==> src/rtl/uart_tx_framer.sv <==
// rtl/uart_tx_framer.sv - Frames a snapshot of 32-bit status words as HEADER, LEN, payload, XOR checksum into the UART TX queue.
module uart_tx_framer #(
    parameter int         NUM_WORDS = 8,
    parameter logic [7:0] HEADER    = 8'hA5,
    parameter int         IDX_WIDTH = (NUM_WORDS > 1) ? $clog2(NUM_WORDS) : 1
) (
    input  logic                       i_clk,
    input  logic                       i_rst,
    input  logic                       i_send,
    input  logic [NUM_WORDS-1:0][31:0] i_words,
    output logic                       o_busy,
    output logic                       o_done,
    output logic                       o_enq_txq,
    output logic [7:0]                 o_txq_data,
    input  logic                       i_txq_full
);

    typedef enum logic [2:0] {
        S_IDLE,
        S_HDR,
        S_LEN,
        S_DATA,
        S_CSUM,
        S_DONE
    } state_t;

    localparam logic [7:0]           LEN_BYTE = 8'(NUM_WORDS);
    localparam logic [IDX_WIDTH-1:0] LAST_IDX = IDX_WIDTH'(NUM_WORDS - 1);

    state_t                     r_state;
    logic [NUM_WORDS-1:0][31:0] r_snap;
    logic [IDX_WIDTH-1:0]       r_word_idx;
    logic [1:0]                 r_byte_idx;
    logic [7:0]                 r_csum;

    logic                       w_emit;
    logic                       w_enq;
    logic [31:0]                w_word;
    logic [7:0]                 w_data_byte;
    logic [7:0]                 w_data;

    assign w_emit = (r_state == S_HDR) || (r_state == S_LEN) ||
                    (r_state == S_DATA) || (r_state == S_CSUM);
    assign w_enq  = w_emit && !i_txq_full;
    assign w_word = r_snap[r_word_idx];

    // Payload goes out MSB-first within each word to match the receive-side assembler.
    always_comb begin
        w_data_byte = 8'h00;
        case (r_byte_idx)
            2'd0: w_data_byte = w_word[31:24];
            2'd1: w_data_byte = w_word[23:16];
            2'd2: w_data_byte = w_word[15:8];
            2'd3: w_data_byte = w_word[7:0];
            default: w_data_byte = 8'h00;
        endcase
    end

    always_comb begin
        w_data = 8'h00;
        case (r_state)
            S_HDR:  w_data = HEADER;
            S_LEN:  w_data = LEN_BYTE;
            S_DATA: w_data = w_data_byte;
            S_CSUM: w_data = r_csum;
            default: w_data = 8'h00;
        endcase
    end

    always_ff @(posedge i_clk or posedge i_rst) begin
        if (i_rst) begin
            r_state    <= S_IDLE;
            r_snap     <= '0;
            r_word_idx <= '0;
            r_byte_idx <= 2'd0;
            r_csum     <= 8'h00;
        end else begin
            case (r_state)
                S_IDLE: begin
                    if (i_send) begin
                        r_snap     <= i_words;
                        r_word_idx <= '0;
                        r_byte_idx <= 2'd0;
                        r_csum     <= 8'h00;
                        r_state    <= S_HDR;
                    end
                end
                S_HDR: begin
                    if (w_enq) begin
                        r_state <= S_LEN;
                    end
                end
                S_LEN: begin
                    if (w_enq) begin
                        r_csum  <= r_csum ^ LEN_BYTE;
                        r_state <= S_DATA;
                    end
                end
                S_DATA: begin
                    // Everything holds while the FIFO is full so no byte is skipped or repeated.
                    if (w_enq) begin
                        r_csum     <= r_csum ^ w_data_byte;
                        r_byte_idx <= r_byte_idx + 2'd1;
                        if (r_byte_idx == 2'd3) begin
                            if (r_word_idx == LAST_IDX) begin
                                r_state <= S_CSUM;
                            end else begin
                                r_word_idx <= r_word_idx + 1'b1;
                            end
                        end
                    end
                end
                S_CSUM: begin
                    if (w_enq) begin
                        r_state <= S_DONE;
                    end
                end
                S_DONE: begin
                    r_state <= S_IDLE;
                end
                default: begin
                    r_state <= S_IDLE;
                end
            endcase
        end
    end

    assign o_busy     = (r_state != S_IDLE);
    assign o_done     = (r_state == S_DONE);
    assign o_enq_txq  = w_enq;
    assign o_txq_data = w_data;

endmodule

==> config.mk <==
export PLATFORM = sky130hd
export DESIGN_NAME = uart_tx_framer
export DESIGN_NICKNAME = d
export VERILOG_FILES = /design/src/rtl/uart_tx_framer.sv
export SDC_FILE = /design/constraint.sdc
export NUM_CORES = 1
export LEC_CHECK = 0
export BUFFER_PORTS_ARGS = -buffer_cell sky130_fd_sc_hd__buf_2
export CORE_MARGIN = 10
export CORE_UTILIZATION = 50
export DETAILED_ROUTE_END_ITERATION = 10
export GPL_TIMING_DRIVEN = 1
export PLACE_DENSITY = 0.82
export SETUP_SLACK_MARGIN = 0.3
export SKIP_LAST_GASP = 1
export SYNTH_ARGS = -nofsm -noshare
export SYNTH_HDL_FRONTEND = slang
export SYNTH_SLANG_ARGS = --single-unit
==> constraint.sdc <==
create_clock -name i_clk -period 7.75 [get_ports i_clk]
set_input_delay 0.775 -clock i_clk [delete_from_list [all_inputs] [get_ports i_clk]]
set_output_delay 0.775 -clock i_clk [all_outputs]
set_load 0.02 [all_outputs]
==> Yosys cells after proc, flatten, opt, wreduce, memory -nomap -nowiden <==
Cells that the tools add are included.
{ "op_classes": {"addsub": 2, "order_cmp": 1, "n_eq_ne": 17, "mux": 24, "bitwise": 3, "reduce_logical": 16} }
{ "ops": {"columns": ["op", "n"], "rows": [
  ["$bmux 32 s3", 1],
  ["$pmux 8 s4", 2],
  ["$mux 3", 11],
  ["$mux 32", 1],
  ["$pmux 8 s3", 1],
  ["$mux 8", 2],
  ["$pmux 3 s5", 1],
  ["$ne 2x2->1 const B", 6],
  ["$eq 3x3->1 const B", 3],
  ["$reduce_and 4->1", 2],
  ["$xor 8x8->8", 1],
  ["$reduce_and 7->1", 1],
  ["$eq 3x2->1 const B", 2],
  ["$pmux 3 s2", 1],
  ["$reduce_bool 3->1", 2],
  ["$reduce_and 5->1", 1],
  ["$eq 2x2->1 const B", 2],
  ["$lt 3x4->1 const B", 1],
  ["$mux 2", 2],
  ["$mux 4", 1],
  ["$ne 2x1->1 const B", 2],
  ["$pmux 2 s2", 1],
  ["$add 3x1->3 const B", 1],
  ["$eq 3x1->1 const B", 1],
  ["11 further kinds", 14]
]} }
{ "totals": {"reg_bits": 272, "input_bits": 260, "output_inout_bits": 11, "wordCells": 76} }

==> Depth between registers and ports, before layout <==
Gate-level depths: netlist (run 1).
{ "depth": {"depth_word": 7, "mapped_depth": 10, "mapped_depth_nobuf": 8} }

==> Worst setup path after synthesis (run 1) <==
OpenSTA, ideal clock, no wires.
{ "synth_timing": {"path_type": "register to output", "start": "register r_word_idx[0]", "end": "output o_txq_data[5]", "arrival_ps": 2038, "required_ps": 6975, "slack_ps": 4937, "path_stages_with_launch": 10, "path_buffers": 3, "cell_sequence": "dfrtp_1 -> buf_6 -> buf_6 -> buf_4 -> mux4_2 -> a22oi_1 -> o21ai_0 -> o31ai_1 -> a21oi_1 -> a21o_1"} }
{ "synth_between": {"elab_chain_len": 4} }
{ "synth_lines": {"columns": ["element", "line", "rtl"], "rows": [
  ["start, declared", "32", "logic [IDX_WIDTH-1:0] r_word_idx;"],
  ["start signal, assigned", "108", "r_word_idx <= r_word_idx + 1'b1;"],
  ["$bmux 32 s3", "45", "assign w_word = r_snap[r_word_idx];"],
  ["$mux 32 (implied by the code)", "45", null],
  ["$pmux 8 s4", "50", "case (r_byte_idx)"],
  ["$pmux 8 s4", "61", "case (r_state)"],
  ["end, declared", "14", "output logic [7:0] o_txq_data,"]
]} }
No other way between the ends. The select of a mux whose other input is x is not followed.

==> Worst setup path in the final report (run 1) <==
Ends and elaborated chain as after synthesis.

==> summary.md, run 1 <==
| Metric | Value |
|---|---|
| Post-route DRC | 0 |
| CP max-delay cell | dfrtp_4 |
| Clk_lat worst skew | 0.54 ns |
| Arrival @ worst endpoint | 3.75 ns |
| Net Count, Synth | 1618 |
| Area of the multi-input gates | 5400 um^2 |
| CP Max Fanout | 36 |
| Initial Utilization | 50.4% |
| Part of the cycle the worst path needs | 58.4% |
| Cell Area, Placed | 14100 um^2 |
| CP required | 6.97 ns |
| Final slew viol count | 0 |
| Port bufs | 270 |
| Max Clock Freq | 221 MHz |
| Worst Max-Slew Pin Slew | 1.21 ns |
| TritonCTS Buffers | 28 |
| Final core occ | 60.0% |
| Top post-synthesis cells by area | dfrtp_1 (54%), nand2_1 (23%), mux4_2 (11%) |
| # H-tree levels | 1 |
| PD cells | 378 nW/um^2 |
| Area grow syn2layout | 18.9% |
| GRT overflow | 0 |
| Async SR Flop Fraction | 100% |
| Number of global-route vias before repair | 10600 |
| Post-synth top area cell | dfrtp_1 |
| Final instance area | 15000 um^2 |
| Setup TNS | 0 ns |
| Reg2Reg Depth | 8 |
| Die W | 179 um |
| CTS Hold Bufs | 0 |
| CP peak stage delay | 0.76 ns |
| Hold slack | 0.276 ns |
| RSZ-0062 raised after global routing | false |
| Largest family of logic cells by synthesized area | simple AND/OR/NAND/NOR gates |
| Die outline area | 31900 um^2 |
| DRT iter0 DRCs | 1128 |
| Post-DRT Antenna Nets | 0 |
| Synth Area in Simple Gates | 25.3% |
| CTS sink cnt | 272 |
| Root Buffer | clkbuf_16 |
| Vias per inst | 5.40 |
| Complex-gate fraction of the synthesized area | 3.81% |
| Metal-1 WL | 14.6 mm |
| Final Wtd Congestion | 0.880 |
| Avg Cell Area, Syn | 9.31 um^2 |
| Final Setup Violations | 0 |
| Fill cells | 2128 |
| RR Endpoint | r_csum[2] |
| CTS tree | done |
| Max-Cap Viols | 0 |
| Number of synthesized flops with an enable pin | 0 |
| R2r setup slk | 4.41 ns |
| Total routed wirelength | 37.3 mm |
| Post-Layout Cell Count | 1930 |
| Register clock-pin slew on the reported worst setup and hold paths | 0.06 ns |
| Yosys cell types | 42 |
| Kind of critical path | register to output port |
| Top Layer Used | met4 |
| Initial antenna violation count | 1 |
| Post-CTS setup buffer count | 0 |
| Worst Setup Start Kind | register |
| Detailed-route via count | 10400 |
| Synth top area share | 54.1% |
| Hold crit path type | input pin to async pin |
| Outcome | finished, final reports clean |
| Post-synthesis adder-cell area fraction | 0.596% |
| FF+latch area | 6810 um^2 |
| Yosys Warn Count | 0 |
| FP Rows | 58 |
| Maximum number of pins on one net before global-route repair | 186 |
| Post-synthesis mux area share | 12.9% |
| Longest Clk Path Bufs | 3 |
| Clock Skews | 0.00860 ns |
| Reg2reg start | r_state[0] |
| Core Footprint | 25000 um^2 |
| Global-route wire length before repair | 56.3 mm |
| Worst vdd ir | 0.219 mV |
| Metal2 WL | 18.5 mm |
| Layout cell share with drive strength beyond 1 | 24.8% |
| #FFs+latches synth | 272 |
| Pleak | 7.85 nW |
| Critical path's top delay family | compound AO/OA/AOI/OAI gates |
| XOR/XNOR Fraction of Synth Area | 0.209% |
| Worst path bufs/invs | 2 |
| Drt wl/cell | 19.3 um |
| Crit-path cells | buf_4 -> mux4_2 -> a22oi_1 -> o21ai_0 -> o31ai_1 -> a21oi_1 -> a21o_1 -> buf_2 |
| Total GRT Usage | 22.6% |
| Final min period | 4.53 ns |
| WL met3 | 2.62 mm |
| Cell Area, Synth | 12600 um^2 |
| Cells after Synth | 1352 |
| DP HPWL | 26.8 mm |
| I/O Pins | 271 |
| Sequential area share after synthesis | 54.1% |
| DRT Pass-1 Iters | 5 |
| Dpl cells | 1880 |
| Worst path depth | 8 |
| Layout net count | 1846 |
| Top FF cell, synth | dfrtp_1 |
| Fin. Hold Viols | 0 |
| Die Height | 179 um |
| Crit end category | output port |
| Relative slew margins | 19.6% |
| Post_cts resized | 0 |
[layer usage]
layer,track usage (%),vias to the layer above
met3,4.23,93
met5,0,-
li1,-,4814
met4,9.82,0
met2,37.4,415
met1,28.4,5106
[worst max path at each step]
stage	endpoint	from
after CTS	o_txq_data[5]	r_word_idx[0]
after global placement	o_txq_data[5]	r_word_idx[0]
after global routing	o_txq_data[5]	r_word_idx[0]
after floorplan	r_byte_idx[0]	i_rst
final	o_txq_data[5]	r_word_idx[0]
after detailed placement	o_txq_data[5]	r_word_idx[0]
[final cells by class]
type	instances	area share (%)
flip-flops and latches	272	45.5
multi-input cells	992	36.0
repair buffers	280	9.61
clock buffers	42	5.51
well taps	330	2.76
clock inverters	7	0.401
inverters	6	0.175
diodes	1	0.0167
[worst register-to-register path: cells and delay by family (launching register included)]
family | cells | cell delay (ns)
compound gates | 1 | 0.16
flops | 1 | 0.51
buf+inv | 2 | 1.41
simple gates | 5 | 1.19
[cell usage after synthesis (all sizes together), types with 2 or more instances]
master / n
a21oi: 12
nor2b: 7
o221ai: 3
o21ai: 17
inv: 6
a21o: 4
a22oi: 7
clkbuf: 63
a221o: 3
mux2i: 19
nand3b: 2
buf: 19
nand2: 782
o22ai: 3
mux4: 59
and2: 6
dfrtp: 272
nand3: 2
o31ai: 2
nor2: 16
xor2: 3
a32o: 3
ha: 6
nor3: 2
a22o: 4
nand2b: 2
or3: 5
mux2: 9
o211ai: 3
a221oi: 3
[cell usage in the layout (no fill, tap or decap), types with 4 or more instances in the layout]
cell type / count
nand2_1: 782
mux4_2: 59
clkinv_2: 6
or3_1: 5
mux2_2: 9
a21o_1: 4
nor2_1: 15
inv_1: 5
a22o_1: 4
o21ai_1: 4
mux2i_1: 19
clkbuf_16: 29
o21ai_0: 13
ha_1: 6
dfrtp_1: 269
nor2b_1: 7
buf_4: 9
a21oi_1: 12
clkbuf_1: 8
clkbuf_8: 5
a22oi_1: 7
and2_1: 6
buf_2: 270
[state kept, by name, indices dropped and copies added, names as in the netlist]
signal,flops
r_word_idx,3
r_snap,256
r_csum,8
r_state,3
r_byte_idx,2
[cell families (layout without fill, tap and decap cells)]
logic type	Yosys count	count (layout)
AOI/OAI and AO/OA	68	68
xor gates and xnor gates	3	3
adders and majority gates	6	6
buffers and inverters	88	335
DFF	272	272
muxes	87	87
other	0	1
and+or+nand+nor	828	828
[report_power, final]
part           internal [mW]  switching [mW]  total [mW]
Sequential              2.08           0.450        2.53
Combinational          0.737            1.07        1.81
Clock                  0.762           0.556        1.32
Total                   3.58            2.08        5.66
[metrics by stage]
| step | power, mW | worst slack [ns] |
|---|---|---|
| after floorplan | 3.71 | 3.38 |
| after global placement | 4.20 | 3.81 |
| after detailed placement | 4.30 | 3.74 |
| after CTS | 5.65 | 3.15 |
| after global routing | 6.01 | 2.90 |
| final | 5.66 | 3.22 |
Power figures use the tool's default switching activity.
==> run 2, diff against run 1 <==
--- a/config.mk
+++ b/config.mk
@@ -7,10 +7,10 @@
 export LEC_CHECK = 0
 export BUFFER_PORTS_ARGS = -buffer_cell sky130_fd_sc_hd__buf_2
 export CORE_MARGIN = 10
-export CORE_UTILIZATION = 50
+export CORE_UTILIZATION = 55
 export DETAILED_ROUTE_END_ITERATION = 10
 export GPL_TIMING_DRIVEN = 1
-export PLACE_DENSITY = 0.82
+export PLACE_DENSITY = 0.85
 export SETUP_SLACK_MARGIN = 0.3
 export SKIP_LAST_GASP = 1
 export SYNTH_ARGS = -nofsm -noshare
==> constraint.sdc (replaced) <==
create_clock -name i_clk -period 4.7 [get_ports i_clk]
set_input_delay 0.47 -clock i_clk [delete_from_list [all_inputs] [get_ports i_clk]]
set_output_delay 0.47 -clock i_clk [all_outputs]
set_load 0.02 [all_outputs]
==> run 2 against run 1 <==
Compared with the run above: sequential cell count is the same; hold slack lost 0.17 ns; critical path depth shrank 1; die area is 8.1% lower; global-route usage grew 1.9 points; non-clock buffer count is 1 higher; total power rose by 66%; combinational power grew 66%; highest routed layer is now met5.
==> summary.md, run 2 (synthesized netlist as in run 1, its figures left out) <==
| Metric | Value |
|---|---|
| Switch Pwr | 3.42 mW (was 2.08 mW) |
| DRT iter0 DRCs | 1132 (was 1128) |
| Die Height | 171 um (was 179 um) |
| Worst path bufs/invs | 2 (unchanged) |
| Final min period | 3.95 ns |
| Detailed-route via count | 10400 (about the same) |
| Die outline area | 29300 um^2 (was 31900 um^2) |
| Port bufs | 270 (unchanged) |
| Hold path cells | 3 |
| Max Clock Freq | 253 MHz |
| Arrival @ worst endpoint | 3.48 ns (was 3.75 ns) |
| Most common cell after layout, fill and taps aside | nand2_1 (unchanged) |
| Number of diodes | 0 (was 1) |
| PD cells | 627 nW/um^2 (was 378 nW/um^2) |
| # H-tree levels | 1 (unchanged) |
| Register clock-pin slew on the reported worst setup and hold paths | 0.06 ns (about the same) |
| Fin. Hold Viols | 0 (unchanged) |
| Sw Share | 36.3% (was 36.7%) |
| Crit-path cells | buf_12 -> mux4_2 -> a221oi_1 -> a32o_1 -> a21oi_1 -> a21o_1 -> buf_2 (was buf_4 -> mux4_2 -> a22oi_1 -> o21ai_0 -> o31ai_1 -> a21oi_1 -> a21o_1 -> buf_2) |
| CTS sink cnt | 272 (unchanged) |
| Regs by FF count | r_snap: 256 flops, r_csum: 8 flops (unchanged) |
| Post-DRT Antenna Nets | 0 (unchanged) |
| Root Buffer | clkbuf_16 (unchanged) |
| Pleak | 7.90 nW (was 7.85 nW) |
| Longest Clk Path Bufs | 3 (unchanged) |
| Fill cells | 1706 (was 2128) |
| Crit end category | output port (unchanged) |
| Worst vdd ir | 0.351 mV (was 0.219 mV) |
| Most frequent cells in the layout | nand2_1 (782), buf_2 (270), dfrtp_1 (269), mux4_2 (59), clkbuf_16 (29) (unchanged) |
| Worst Setup SP | r_word_idx[0] (unchanged) |
| Outcome | finished, final reports clean (unchanged) |
| Reg2reg start | r_word_idx[0] (was r_state[0]) |
| CP max-delay cell | dfrtp_4 (unchanged) |
| Setup TNS | 0 ns (unchanged) |
| Relative slew margins | 30.8% (was 19.6%) |
| Flop pwr share | 44.2% (was 44.7%) |
| Part of the cycle the worst path needs | 84.1% |
| Clk_lat worst skew | 0.55 ns (was 0.54 ns) |
| Pre-CTS setup slack | 1.39 ns (was 3.74 ns) |
| Post-route DRC | 0 (unchanged) |
| Largest Register | r_snap (unchanged) |
| Clock network fraction of design power | 23.9% (was 23.3%) |
| Initial antenna violation count | 1 (unchanged) |
| FP Rows | 55 (was 58) |
| Core Footprint | 22600 um^2 (was 25000 um^2) |
| Hold EP | r_snap[78] |
| Final Setup Violations | 0 (unchanged) |
| Number of global-route vias before repair | 10800 (was 10600) |
| Global-route wire length before repair | 56.9 mm (was 56.3 mm) |
| Gate power share | 31.9% (was 32.0%) |
| Total routed wirelength | 36.2 mm (was 37.3 mm) |
| I/O Pins | 271 (unchanged) |
| CP Max Fanout | 33 (was 36) |
| Worst Setup Start Kind | register (unchanged) |
| Post-CTS setup buffer count | 0 (unchanged) |
| R2r setup slk | 1.70 ns (was 4.41 ns) |
| Total GRT Usage | 24.5% (was 22.6%) |
| CP required | 4.23 ns (was 6.97 ns) |
| Setup ws final | 0.745 ns (was 3.22 ns) |
| Die W | 171 um (was 179 um) |
| CP peak stage delay | 0.83 ns (was 0.76 ns) |
| TritonCTS Buffers | 29 (was 28) |
| Final Wtd Congestion | 0.906 (was 0.880) |
| Drt wl/cell | 19.2 um (was 19.3 um) |
| Maximum number of pins on one net before global-route repair | 257 (was 186) |
| RSZ-0062 raised after global routing | false (unchanged) |
| Initial Utilization | 55.8% (was 50.4%) |
| Vias per inst | 5.53 (was 5.40) |
| Clock Skews | 0.0131 ns (was 0.00860 ns) |
| Area grow syn2layout | 19.3% (was 18.9%) |
| Layout net count | 1848 (was 1846) |
| GRT overflow | 0 (unchanged) |
| DP HPWL | 26.1 mm (was 26.8 mm) |
| P_int | 6.00 mW (was 3.58 mW) |
| Final slew viol count | 0 (unchanged) |
| Hold path start | i_words[78] |
| DRT Pass-1 Iters | 5 (unchanged) |
| Max-Cap Viols | 0 (unchanged) |
| Max reg flops | 256 (unchanged) |
| Kind of critical path | register to output port (unchanged) |
| CTS Hold Bufs | 0 (unchanged) |
| RR Endpoint | r_csum[3] (was r_csum[2]) |
| Post_cts resized | 0 (unchanged) |
| Critical path's top delay family | compound AO/OA/AOI/OAI gates (unchanged) |
| Worst Max-Slew Pin Slew | 1.04 ns (was 1.21 ns) |
| Reg2Reg Depth | 7 (was 8) |
| CTS tree | done (unchanged) |
| Hold crit path type | input pin to register (was input pin to async pin) |
| Layout cell share with drive strength beyond 1 | 24.9% (was 24.8%) |
[run 2: final cells by class]
type	instances	area (um^2)	share of cell area, %
inverters	6	26.3	0.175
clock buffers	44	842	5.61
well taps	285	357	2.37
clock inverters	7	88.8	0.592
multi-input cells	992	5400	35.9
repair buffers	281	1500	9.96
flip-flops and latches	272	6810	45.4
[run 2: worst min-delay path, stage by stage]
cell and delay [ns]:
buf_2 0.07, nand2_1 0.04, nand2_1 0.04
[run 2: how the worst max path moves through the flow]
stage          slack, ns  cells past startpoint            end
2_1_floorplan       0.63                      1  r_byte_idx[0]
3_3_place_gp        1.44                      7  o_txq_data[5]
3_5_place_dp        1.39                      7  o_txq_data[5]
4_1_cts             0.73                      7  o_txq_data[0]
5_1_grt             0.61                      7  o_txq_data[3]
6_report            0.75                      7  o_txq_data[0]
[run 2: layer usage]
layer	GRT usage, %	up-vias	part of all wire [%]
li1	-	4832	-
met1	32.4	4962	40
met2	38.7	531	48
met3	4.84	99	8.0
met4	10.4	2	4.4
met5	0	-	0.039
[run 2: power groups by stage]
stage / sequential (mW) / clock (mW) / combinational, mW
after CTS: 4.14 / 2.27 / 3.00
after global routing: 4.26 / 2.39 / 3.38
after floorplan: 3.84 / 0 / 2.29
final: 4.17 / 2.25 / 3.00
after detailed placement: 4.16 / 0 / 2.96
after global placement: 4.13 / 0 / 2.81
[run 2: per-stage QoR]
stage | cell area [um^2] | hold WS, ns | util, % | cells | total power, mW
after global routing | 15000 | 0.0929 | 66.5 | 1887 | 10.0
final | 15000 | 0.104 | 66.5 | 1887 | 9.42
after detailed placement | 14100 | 0.460 | 62.4 | 1836 | 7.12
after CTS | 15000 | 0.0962 | 66.5 | 1887 | 9.41
after global placement | 14100 | 0.453 | 62.4 | 1836 | 6.94
after floorplan | 12600 | 0.440 | - | 1352 | 6.12
==> run 3, diff against run 2 <==
--- a/config.mk
+++ b/config.mk
@@ -7,10 +7,10 @@
 export LEC_CHECK = 0
 export BUFFER_PORTS_ARGS = -buffer_cell sky130_fd_sc_hd__buf_2
 export CORE_MARGIN = 10
-export CORE_UTILIZATION = 55
+export CORE_UTILIZATION = 50
 export DETAILED_ROUTE_END_ITERATION = 10
 export GPL_TIMING_DRIVEN = 1
-export PLACE_DENSITY = 0.85
+export PLACE_DENSITY = 0.82
 export SETUP_SLACK_MARGIN = 0.3
 export SKIP_LAST_GASP = 1
 export SYNTH_ARGS = -nofsm -noshare
==> constraint.sdc (replaced) <==
create_clock -name i_clk -period 3.6 [get_ports i_clk]
set_input_delay 0.36 -clock i_clk [delete_from_list [all_inputs] [get_ports i_clk]]
set_output_delay 0.36 -clock i_clk [all_outputs]
set_load 0.02 [all_outputs]
==> run 3 against run 2 <==
Compared with the run above: register-to-register slack worse by 0.60 ns; clock power is 35% higher; utilization is 4.6 points lower; first-iteration DRC count is 19% higher; routed wire length is 6.8% higher; global-route usage is 0.69 points lower; critical path depth is 2 higher; sequential share of layout area is 1.2 points lower; combinational power is 36% higher; largest power group unchanged; largest cell class unchanged.
==> summary.md, run 3 (synthesized netlist as in run 1, its figures left out) <==
| Metric | Value |
|---|---|
| Outcome | finished, final reports clean (unchanged) |
| Die Height | 179 um (was 171 um) |
| Worst path bufs/invs | 3 (was 2) |
| Crit end category | output port (unchanged) |
| Final min period | 3.32 ns |
| CP max-delay cell | dfrtp_4 (unchanged) |
| GRT overflow | 0 (unchanged) |
| Crit-path cells | buf_12 -> buf_12 -> mux4_2 -> mux2i_1 -> o21ai_1 -> o31ai_2 -> a21oi_1 -> a21o_1 -> buf_2 (was buf_12 -> mux4_2 -> a221oi_1 -> a32o_1 -> a21oi_1 -> a21o_1 -> buf_2) |
| Kind of critical path | register to output port (unchanged) |
| Met2 usage | 38.3% (was 38.7%) |
| Clock Skews | 0.0115 ns (was 0.0131 ns) |
| Final Setup Violations | 0 (unchanged) |
| Total routed wirelength | 38.6 mm (was 36.2 mm) |
| Vias per inst | 5.49 (was 5.53) |
| Most common cell after layout, fill and taps aside | nand2_1 (unchanged) |
| Worst vdd ir | 0.713 mV (was 0.351 mV) |
| Max reg flops | 256 (unchanged) |
| Met1 Use GR | 30.3% (was 32.4%) |
| Die outline area | 31900 um^2 (was 29300 um^2) |
| Detailed-route via count | 10800 (was 10400) |
| Die W | 179 um (was 171 um) |
| Layout net count | 1876 (was 1848) |
| TritonCTS Buffers | 28 (was 29) |
| Arrival @ worst endpoint | 2.96 ns (was 3.48 ns) |
| Worst Max-Slew Pin Slew | 1.22 ns (was 1.04 ns) |
| FP Rows | 58 (was 55) |
| Final core occ | 61.9% (was 66.5%) |
| CTS tree | done (unchanged) |
| Worst Setup Start Kind | register (unchanged) |
| Worst path depth | 9 (was 7) |
| RSZ-0062 raised after global routing | true (was false) |
| Post-DRT Antenna Nets | 0 (unchanged) |
| Regs by FF count | r_snap: 256 flops, r_csum: 8 flops (unchanged) |
| Critical path's top delay family | compound AO/OA/AOI/OAI gates (unchanged) |
| Part of the cycle the worst path needs | 92.1% |
| Reg2Reg Depth | 5 (was 7) |
| Crit-path most repeated cell | buf_12 |
| Initial antenna violation count | 2 (was 1) |
| Pleak | 8.10 nW (was 7.90 nW) |
| Tot Pwr | 12.5 mW (was 9.42 mW) |
| CTS sink cnt | 272 (unchanged) |
| Fill cells | 1984 (was 1706) |
| DRT Pass-1 Iters | 5 (unchanged) |
| I/O Pins | 271 (unchanged) |
| CP peak stage delay | 0.55 ns (was 0.83 ns) |
| CP Max Fanout | 6 (was 33) |
| Max Clock Freq | 302 MHz |
| Post-route DRC | 0 (unchanged) |
| Area grow syn2layout | 22.7% (was 19.3%) |
| Dpl cells | 1887 (was 1836) |
| Hold crit path type | input pin to register (unchanged) |
| CP required | 3.24 ns (was 4.23 ns) |
| Fin. Hold Viols | 0 (unchanged) |
| Longest Clk Path Bufs | 3 (unchanged) |
| Post-Layout Cell Count | 1962 (was 1887) |
| Largest Register | r_snap (unchanged) |
| DRT iter0 DRCs | 1352 (was 1132) |
| Initial Utilization | 50.4% (was 55.8%) |
| Number of global-route vias before repair | 10900 (was 10800) |
| Grt met3 use | 5.71% (was 4.84%) |
| Clk_lat worst skew | 0.55 ns (about the same) |
| Setup TNS | 0 ns (unchanged) |
| Final Wtd Congestion | 0.900 (was 0.906) |
| Number of diodes | 0 (unchanged) |
| Core Footprint | 25000 um^2 (was 22600 um^2) |
| Drt wl/cell | 19.7 um (was 19.2 um) |
| Grt peak-use layer | met2 (unchanged) |
| # H-tree levels | 1 (unchanged) |
| Max-Cap Viols | 0 (unchanged) |
| Setup ws final | 0.284 ns (was 0.745 ns) |
| Root Buffer | clkbuf_16 (unchanged) |
| Pre-CTS setup slack | 0.511 ns (was 1.39 ns) |
| DP HPWL | 27.6 mm (was 26.1 mm) |
| Final slew viol count | 0 (unchanged) |
| Register clock-pin slew on the reported worst setup and hold paths | 0.07 ns (was 0.06 ns) |
| Maximum number of pins on one net before global-route repair | 257 (unchanged) |
| PD cells | 812 nW/um^2 (was 627 nW/um^2) |
| Layout cell share with drive strength beyond 1 | 26.8% (was 24.9%) |
| Global-route wire length before repair | 59.4 mm (was 56.9 mm) |
| Hold path cells | 3 (unchanged) |
| Total GRT Usage | 23.8% (was 24.5%) |
| Port bufs | 270 (unchanged) |
| Relative slew margins | 18.9% (was 30.8%) |
| Most frequent cells in the layout | nand2_1 (782), buf_2 (270), dfrtp_1 (269), mux4_2 (59), clkbuf_16 (29) (unchanged) |
[run 3: changes by cell type in the layout (fill, tap and decap cells not counted), moves of 4 or more]
cell | before | now
o21ai_1 | 4 | 8
dlygate4sd3_1 | 0 | 6
clkbuf_1 | 9 | 5
buf_4 | 6 | 22
buf_12 | 5 | 10
o21ai_0 | 13 | 9
[run 3: worst paths after layout]
path                                from            end  slack (ns)
max in group asynchronous          i_rst    r_snap[152]        2.24
min reg2reg                   r_snap[49]     r_snap[49]        0.47
min in group asynchronous          i_rst  r_word_idx[0]        0.46
min                          i_words[76]     r_snap[76]       0.004
max                        r_word_idx[0]  o_txq_data[5]        0.28
max reg2reg                   r_state[2]  r_word_idx[0]        1.10
[run 3: stage by stage]
step / hold slack, ns / area [um^2]
floorplan: 0.440 / 12600
global placement: 0.453 / 14200
detailed placement: 0.459 / 14200
CTS: 0.000296 / 15400
global route: 0.00815 / 15500
finish: 0.00448 / 15500
[run 3: what timing repair did]
action	4_1_cts	5_1_grt
setup endpoints to repair	8	8
hold endpoints to repair	24	0
hold buffers	6	0
gates cloned	0	0
resized for setup	3	14
pin swaps	0	1
buffers inserted	10	7
[run 3: power breakdown]
part	leakage (nW)	switching [mW]	internal, mW
registers	3.39	0.948	4.48
clock network	0.478	1.23	1.79
logic	4.23	2.41	1.68
total	8.10	4.59	7.96
[run 3: worst reg2reg max path, stage by stage, from the launching register on]
cell	delay (ns)
dfrtp_1	0.52
nand2b_1	0.32
or2_1	0.38
o21ai_1	0.51
o21ai_0	0.31
mux2_2	0.35
[run 3: cell type report]
type                            count  area (um^2)  area share [%]
Inverter                            6         26.3           0.170
Timing Repair Buffer              310         1800            11.6
Tap cell                          330          413            2.67
Clock buffer                       39          813            5.26
Multi-Input combinational cell    992         5430            35.2
Clock inverter                     13          150           0.972
Sequential cell                   272         6820            44.1
[run 3: routing by layer]
metal	wire length, um	share of wire, %
met5	21	0.054
met4	1640	4.2
met3	3790	9.8
met2	18700	49
met1	14400	37
